### config.mk
export PLATFORM = sky130hd
export DESIGN_NAME = riscv_fetchq
export DESIGN_NICKNAME = d
export VERILOG_FILES = /design/src/rtl/riscv_pkg.sv /design/src/rtl/riscv_fetchq_fifo.sv /design/src/rtl/riscv_fetchq.sv
export SDC_FILE = /design/constraint.sdc
export NUM_CORES = 1
export LEC_CHECK = 0
export ABC_AREA = 1
export CAP_MARGIN = 10
export CELL_PAD_IN_SITES_DETAIL_PLACEMENT = 1
export CELL_PAD_IN_SITES_GLOBAL_PLACEMENT = 2
export CORE_ASPECT_RATIO = 1.1
export CORE_MARGIN = 5
export CORE_UTILIZATION = 43
export CTS_CLUSTER_SIZE = 10
export DETAILED_ROUTE_END_ITERATION = 10
export GPL_ROUTABILITY_DRIVEN = 0
export PLACE_DENSITY = 0.95
export SYNTH_ARGS = -nofsm -noshare
export SYNTH_HDL_FRONTEND = slang
export SYNTH_SLANG_ARGS = --single-unit
### constraint.sdc
create_clock -name i_riscv_pc_clk -period 8.8 [get_ports i_riscv_pc_clk]
set_input_delay 1.32 -clock i_riscv_pc_clk [delete_from_list [all_inputs] [get_ports i_riscv_pc_clk]]
set_output_delay 1.32 -clock i_riscv_pc_clk [all_outputs]
set_load 0.005 [all_outputs]
### src/rtl/riscv_pkg.sv
// Shared fetch-side types: default queue depth and the fetch entry layout.
// Latency: n/a (types and constants only).
// Backpressure: n/a.
package riscv_pkg;

  // Default number of instruction entries buffered between fetch and decode.
  localparam int FQ_DEPTH_DEFAULT = 4;

  // One buffered instruction together with the PC it was fetched from.
  typedef struct packed {
    logic [31:0] inst;
    logic [63:0] pc;
  } fetch_entry_t;

endpackage

### src/rtl/riscv_fetchq_fifo.sv
// Generic circular FIFO with synchronous clear; exposes the head entry and occupancy.
// Latency: a pushed entry is visible at head_dat the cycle after the push (no bypass).
// Backpressure: push is dropped only when full without a same-cycle pop; pop on empty is ignored.
//
// Ports:
//   i_riscv_pc_clk / i_riscv_pc_rst : clock, async active-high reset
//   clear                           : synchronous empty; push/pop that cycle are ignored
//   push_vld / push_dat             : write one entry at the tail
//   pop_vld                         : retire the head entry
//   head_dat                        : current head entry (undefined when count is zero)
//   count                           : number of valid entries, 0..DEPTH
module riscv_fetchq_fifo #(
  parameter int WIDTH = 32,
  parameter int DEPTH = 4
) (
  input  logic                   i_riscv_pc_clk,
  input  logic                   i_riscv_pc_rst,
  input  logic                   clear,
  input  logic                   push_vld,
  input  logic [WIDTH-1:0]       push_dat,
  input  logic                   pop_vld,
  output logic [WIDTH-1:0]       head_dat,
  output logic [$clog2(DEPTH):0] count
);

  localparam int AW = $clog2(DEPTH);
  localparam logic [AW:0] FULL_CNT = (AW+1)'(DEPTH);

  logic [WIDTH-1:0] mem [DEPTH];
  logic [AW-1:0]    wr_ptr;
  logic [AW-1:0]    rd_ptr;
  logic             do_push;
  logic             do_pop;

  // A push into a full FIFO is still accepted when the head leaves in the same cycle.
  assign do_pop   = pop_vld && (count != '0);
  assign do_push  = push_vld && ((count != FULL_CNT) || do_pop);
  assign head_dat = mem[rd_ptr];

  // DEPTH is a power of two, so the pointers wrap by natural overflow.
  always_ff @(posedge i_riscv_pc_clk or posedge i_riscv_pc_rst) begin
    if (i_riscv_pc_rst) begin
      wr_ptr <= '0;
      rd_ptr <= '0;
      count  <= '0;
    end else if (clear) begin
      wr_ptr <= '0;
      rd_ptr <= '0;
      count  <= '0;
    end else begin
      if (do_push) wr_ptr <= wr_ptr + AW'(1);
      if (do_pop)  rd_ptr <= rd_ptr + AW'(1);
      count <= count + (AW+1)'(do_push) - (AW+1)'(do_pop);
    end
  end

  always_ff @(posedge i_riscv_pc_clk) begin
    if (do_push && !clear) mem[wr_ptr] <= push_dat;
  end

endmodule

### src/rtl/riscv_fetchq.sv
// Instruction fetch queue: credit-limited imem requests, PC tagging, in-order buffering to decode.
// Latency: response to instvalid is 1 cycle; request/grant and stallpc are combinational.
// Backpressure: requests stop once buffered + outstanding + to-be-dropped responses reach FQ_DEPTH.
//
// Ports:
//   i_riscv_pc_clk, i_riscv_pc_rst        : clock, async active-high reset
//   i_riscv_fetchq_pc, o_riscv_fetchq_stallpc : PC in; hold PC unless a request is granted
//   o_riscv_fetchq_imemreq/imemaddr, i_riscv_fetchq_imemgnt : imem request channel
//   i_riscv_fetchq_imemrvalid/imemrdata   : in-order imem read response
//   i_riscv_fetchq_flush                  : redirect, discard buffered and in-flight fetches
//   o_riscv_fetchq_instvalid/inst/instpc, i_riscv_fetchq_instready : decode handshake
module riscv_fetchq
  import riscv_pkg::*;
#(
  parameter int FQ_DEPTH = FQ_DEPTH_DEFAULT
) (
  input  logic        i_riscv_pc_clk,
  input  logic        i_riscv_pc_rst,
  input  logic [63:0] i_riscv_fetchq_pc,
  output logic        o_riscv_fetchq_stallpc,
  output logic        o_riscv_fetchq_imemreq,
  output logic [63:0] o_riscv_fetchq_imemaddr,
  input  logic        i_riscv_fetchq_imemgnt,
  input  logic        i_riscv_fetchq_imemrvalid,
  input  logic [31:0] i_riscv_fetchq_imemrdata,
  input  logic        i_riscv_fetchq_flush,
  output logic        o_riscv_fetchq_instvalid,
  output logic [31:0] o_riscv_fetchq_inst,
  output logic [63:0] o_riscv_fetchq_instpc,
  input  logic        i_riscv_fetchq_instready
);

  localparam int CW = $clog2(FQ_DEPTH) + 1;
  localparam logic [CW:0] DEPTH_LIM = (CW+1)'(FQ_DEPTH);

  logic          grant;
  logic          resp_vld;
  logic          drop_vld;
  logic          pop_vld;
  logic [CW-1:0] occ_cnt;
  logic [CW-1:0] out_cnt;
  logic [CW-1:0] drop_cnt;
  logic [CW:0]   inflight;
  logic [63:0]   tag_pc;
  fetch_entry_t  push_entry;
  fetch_entry_t  head_entry;

  // Responses still owed by memory for fetches killed by a flush occupy credit
  // just like live ones, otherwise a fresh request could overrun the buffer.
  assign inflight = {1'b0, occ_cnt} + {1'b0, out_cnt} + {1'b0, drop_cnt};

  assign o_riscv_fetchq_imemreq  = !i_riscv_pc_rst && !i_riscv_fetchq_flush && (inflight < DEPTH_LIM);
  assign o_riscv_fetchq_imemaddr = i_riscv_fetchq_pc;
  assign grant                   = o_riscv_fetchq_imemreq && i_riscv_fetchq_imemgnt;
  assign o_riscv_fetchq_stallpc  = !grant;

  // While drop_cnt is nonzero the response belongs to a flushed fetch.
  assign drop_vld = i_riscv_fetchq_imemrvalid && (drop_cnt != '0);
  assign resp_vld = i_riscv_fetchq_imemrvalid && (drop_cnt == '0) && !i_riscv_fetchq_flush;

  assign push_entry = '{inst: i_riscv_fetchq_imemrdata, pc: tag_pc};

  assign o_riscv_fetchq_instvalid = (occ_cnt != '0);
  assign o_riscv_fetchq_inst      = o_riscv_fetchq_instvalid ? head_entry.inst : '0;
  assign o_riscv_fetchq_instpc    = o_riscv_fetchq_instvalid ? head_entry.pc   : '0;
  assign pop_vld                  = o_riscv_fetchq_instvalid && i_riscv_fetchq_instready;

  // On flush everything still owed by memory becomes droppable; a response
  // arriving in the flush cycle itself settles one of those debts.
  always_ff @(posedge i_riscv_pc_clk or posedge i_riscv_pc_rst) begin
    if (i_riscv_pc_rst) begin
      drop_cnt <= '0;
    end else if (i_riscv_fetchq_flush) begin
      drop_cnt <= drop_cnt + out_cnt - CW'(i_riscv_fetchq_imemrvalid);
    end else if (drop_vld) begin
      drop_cnt <= drop_cnt - CW'(1);
    end
  end

  // Tag queue: one PC per granted request; its occupancy is the outstanding count.
  riscv_fetchq_fifo #(
    .WIDTH (64),
    .DEPTH (FQ_DEPTH)
  ) u_tag_q (
    .i_riscv_pc_clk (i_riscv_pc_clk),
    .i_riscv_pc_rst (i_riscv_pc_rst),
    .clear          (i_riscv_fetchq_flush),
    .push_vld       (grant),
    .push_dat       (i_riscv_fetchq_pc),
    .pop_vld        (resp_vld),
    .head_dat       (tag_pc),
    .count          (out_cnt)
  );

  // Instruction FIFO towards decode.
  riscv_fetchq_fifo #(
    .WIDTH ($bits(fetch_entry_t)),
    .DEPTH (FQ_DEPTH)
  ) u_inst_q (
    .i_riscv_pc_clk (i_riscv_pc_clk),
    .i_riscv_pc_rst (i_riscv_pc_rst),
    .clear          (i_riscv_fetchq_flush),
    .push_vld       (resp_vld),
    .push_dat       (push_entry),
    .pop_vld        (pop_vld),
    .head_dat       (head_entry),
    .count          (occ_cnt)
  );

  // A response with nothing owed means the memory side has lost sync with us.
  a_no_stray_rsp : assert property (@(posedge i_riscv_pc_clk) disable iff (i_riscv_pc_rst)
    !(i_riscv_fetchq_imemrvalid && (out_cnt == '0) && (drop_cnt == '0)));

endmodule

==> metrics <==
slowest cell on the critical path=buf_4; commonest non-fill, non-tap cell in the layout=edfxtp_1; Largest stage delay, worst path=around 1000 ps; Critical path origin=u_inst_q.rd_ptr[0]; R2R Setup Slk=4360 ps; Post-layout nets=about 2300; Slew Viols, Final=0; top cell type's share of synthesized area=73.48%; status=complete, no violations; CORE AREA=~0.06 mm2; Setup crit end kind=output pin; clock root buffer=clkbuf_16; hold_buf cts=0; worst hold path class=flop to flop; Die W=245.2 um; largest net degree at the start of global routing=roughly 120; Worst R2R End=u_tag_q.mem[1][12]; worst-margin pin slew=between 1000 and 1500 ps; WHS Path Cells=1; first-pass GRT wire length=between 100000 and 150000 um; Worst Setup Start Kind=flop; via count=16610; Layout Area Growth over Synthesis=18.52%; Clock Skew=about 20 ps; Unique masters post-synth=26; CP Class=flop to output pin; Fin. Hold Viols=0; Post-Place Cells=~3000; critical path depth=7; unrepaired setup endpoints after global routing=no; Power Density=~270 mW/mm2; critical path data arrival time=around 4300 ps; htree depth=3; Post-Syn Instances=between 1500 and 2000; worst reg2reg startpoint=u_tag_q.count[1]; Clock transition at path regs=roughly 50 ps; # Post-CTS Setup Buffers=0; CTS buffer count=76; CP max FO=106; initial antenna violation count=1; GRT overflow=0; WP buf/inv=3; TNS Setup=0 ps; Pleak=between 10 and 15 nW; GR peak layer=met2; Die ar.=0.06587 mm2; final setup vio count=0; Worst slew margin=about a fifth; port buffer count=~260; CP endpoint=o_riscv_fetchq_instpc[1]; synthesized area per cell=13.13 um2; Finished Layout Cells=about 3000; vias per inst=about 5.5; synthesized area=between 0.02 and 0.03 mm2; CP required=7480 ps; Yosys top cell by area=edfxtp_1; fin util=between 50 and 60%; Final period util=between 60% and 70%; Seq/Total Area, Yosys=around 75%; #FFs+latches synth=around 660; Final ANT Viol Nets=0; clock sinks=roughly 660; Post-Syn Nets=2119; Residual DRC=0; Die Ht=between 200 and 300 um; wire per inst=roughly 24 um; YS warnings=0; maximum root-to-sink buffer count=3; min cycle time layout=between 5000 and 6000 ps; Ant. Diodes=0; share of cells above drive strength 1=roughly 5.7%; drt initial violations=1232; crit path cell chain=buf_4 > buf_4 > nor2_1 > nor2_1 > o21ai_0 > a21oi_1 > clkdlybuf4s50_1; initial core utilization=between 40% and 50%; Pwr Total=between 8 and 9 mW; post_cts resized=0; DRT Wirelength=around 73000 um; DRT Pass-1 Iters=5; most frequent cells in the layout=edfxtp_1 (640), nor2_1 (524), clkdlybuf4s50_1 (264); GRT Overall Usage=21.74%; peak supply drop=0.0001815 V; IO Pins=265; Core Rows=94; met1 usage=a little over a quarter; DP Wirelength=~43000 um; number of global-route vias before repair=~18000; GR Util met2=between 30 and 40%; met3 Use GR=between 4 and 5%; # Max-Cap Violations=0; CTS tree=yes; clock latency on the worst-skew pair=between 600 and 700 ps; synth top area cells=edfxtp_1 (73%), nor2_1 (7.6%), o21ai_0 (4.1%), buf_4 (2.5%), o21ai_1 (2.1%); CP top delay family=buffers and inverters; fmax=around 180 MHz; Reg2Reg Depth=9
[per-layer routing]
| metal | share of wire [%] | routed length (um) | up-vias |
|---|---|---|---|
| met5 | 0.018 | 13 | - |
| met4 | 2.9 | 2121 | 2 |
| met3 | 5.9 | 4336 | 120 |
| met2 | 52 | 38240 | 544 |
| met1 | 39 | 28360 | 8549 |
| li1 | - | - | 7396 |
[worst reg2reg max path, delay by kind of cell, from the launching register on]
kind            cells  cell delay [ps]
fa+ha+maj           2             1000
compound gates      1              210
flops               1              420
buf+inv             2              840
simple gates        4             1570
[cells in the mapped netlist, drive strengths merged]
| master | count |
|---|---|
| nand2 | 31 |
| dfrtp | 17 |
| fa | 6 |
| o21bai | 1 |
| and3 | 1 |
| xnor2 | 2 |
| o22ai | 64 |
| o21ai | 328 |
| ha | 19 |
| inv | 53 |
| nor3 | 2 |
| clkbuf | 55 |
| edfxtp | 640 |
| a21oi | 100 |
| buf | 125 |
| xor2 | 2 |
| nor2 | 533 |
| nand3 | 13 |
[layout make-up]
type | count | area [um2]
clock buffer | 88 | 1989
clock inverter | 7 | 85.08
fill | 6007 | 29100
inverter | 53 | 211.5
multi-input combinational | 1102 | 5209
sequential | 657 | 19660
tap | 816 | 1021
timing repair buffer | 286 | 2828
[through the flow]
step	hold slack [ps]	cell area (um2)	setup WS [ps]
detailed placement	572.1	28900	3693
CTS	583.3	30970	3123
floorplan	515.8	26160	2551
global placement	543.6	28900	3785
finish	577.2	31000	3216
global route	616.5	31000	2892
[report_power, final]
group / internal [mW] / switching, mW
Clock: 1.61 / 1.17
Combinational: 0.804 / 1.22
Sequential: 3.62 / 0.0653
[worst min path at each step]
stage	start	to	slack [ps]
after floorplan	u_inst_q.wr_ptr[0]	u_inst_q.wr_ptr[0]	520
after global placement	u_inst_q.wr_ptr[0]	u_inst_q.wr_ptr[0]	540
after detailed placement	u_inst_q.wr_ptr[0]	u_inst_q.wr_ptr[0]	570
after CTS	u_inst_q.wr_ptr[0]	u_inst_q.wr_ptr[0]	580
after global routing	u_inst_q.wr_ptr[0]	u_inst_q.wr_ptr[0]	620
final	u_inst_q.wr_ptr[0]	u_inst_q.wr_ptr[0]	580
[flip-flops by register name, indices dropped and copies added, names as in the netlist]
signal and count:
drop_cnt 3, u_inst_q.count 3, u_inst_q.mem 384, u_inst_q.rd_ptr 2
u_inst_q.wr_ptr 2, u_tag_q.count 3, u_tag_q.mem 256, u_tag_q.rd_ptr 2
u_tag_q.wr_ptr 2
[cells by family after synthesis]
group           after synthesis  share of synthesized area [%]
flops                       657                          75.10
xor+xnor                      4                         0.1340
fa+ha+maj                    25                          1.368
buf+inv                     233                          5.214
compound gates              493                          9.749
simple gates                580                          8.433
(Power assumes the default switching activity.)
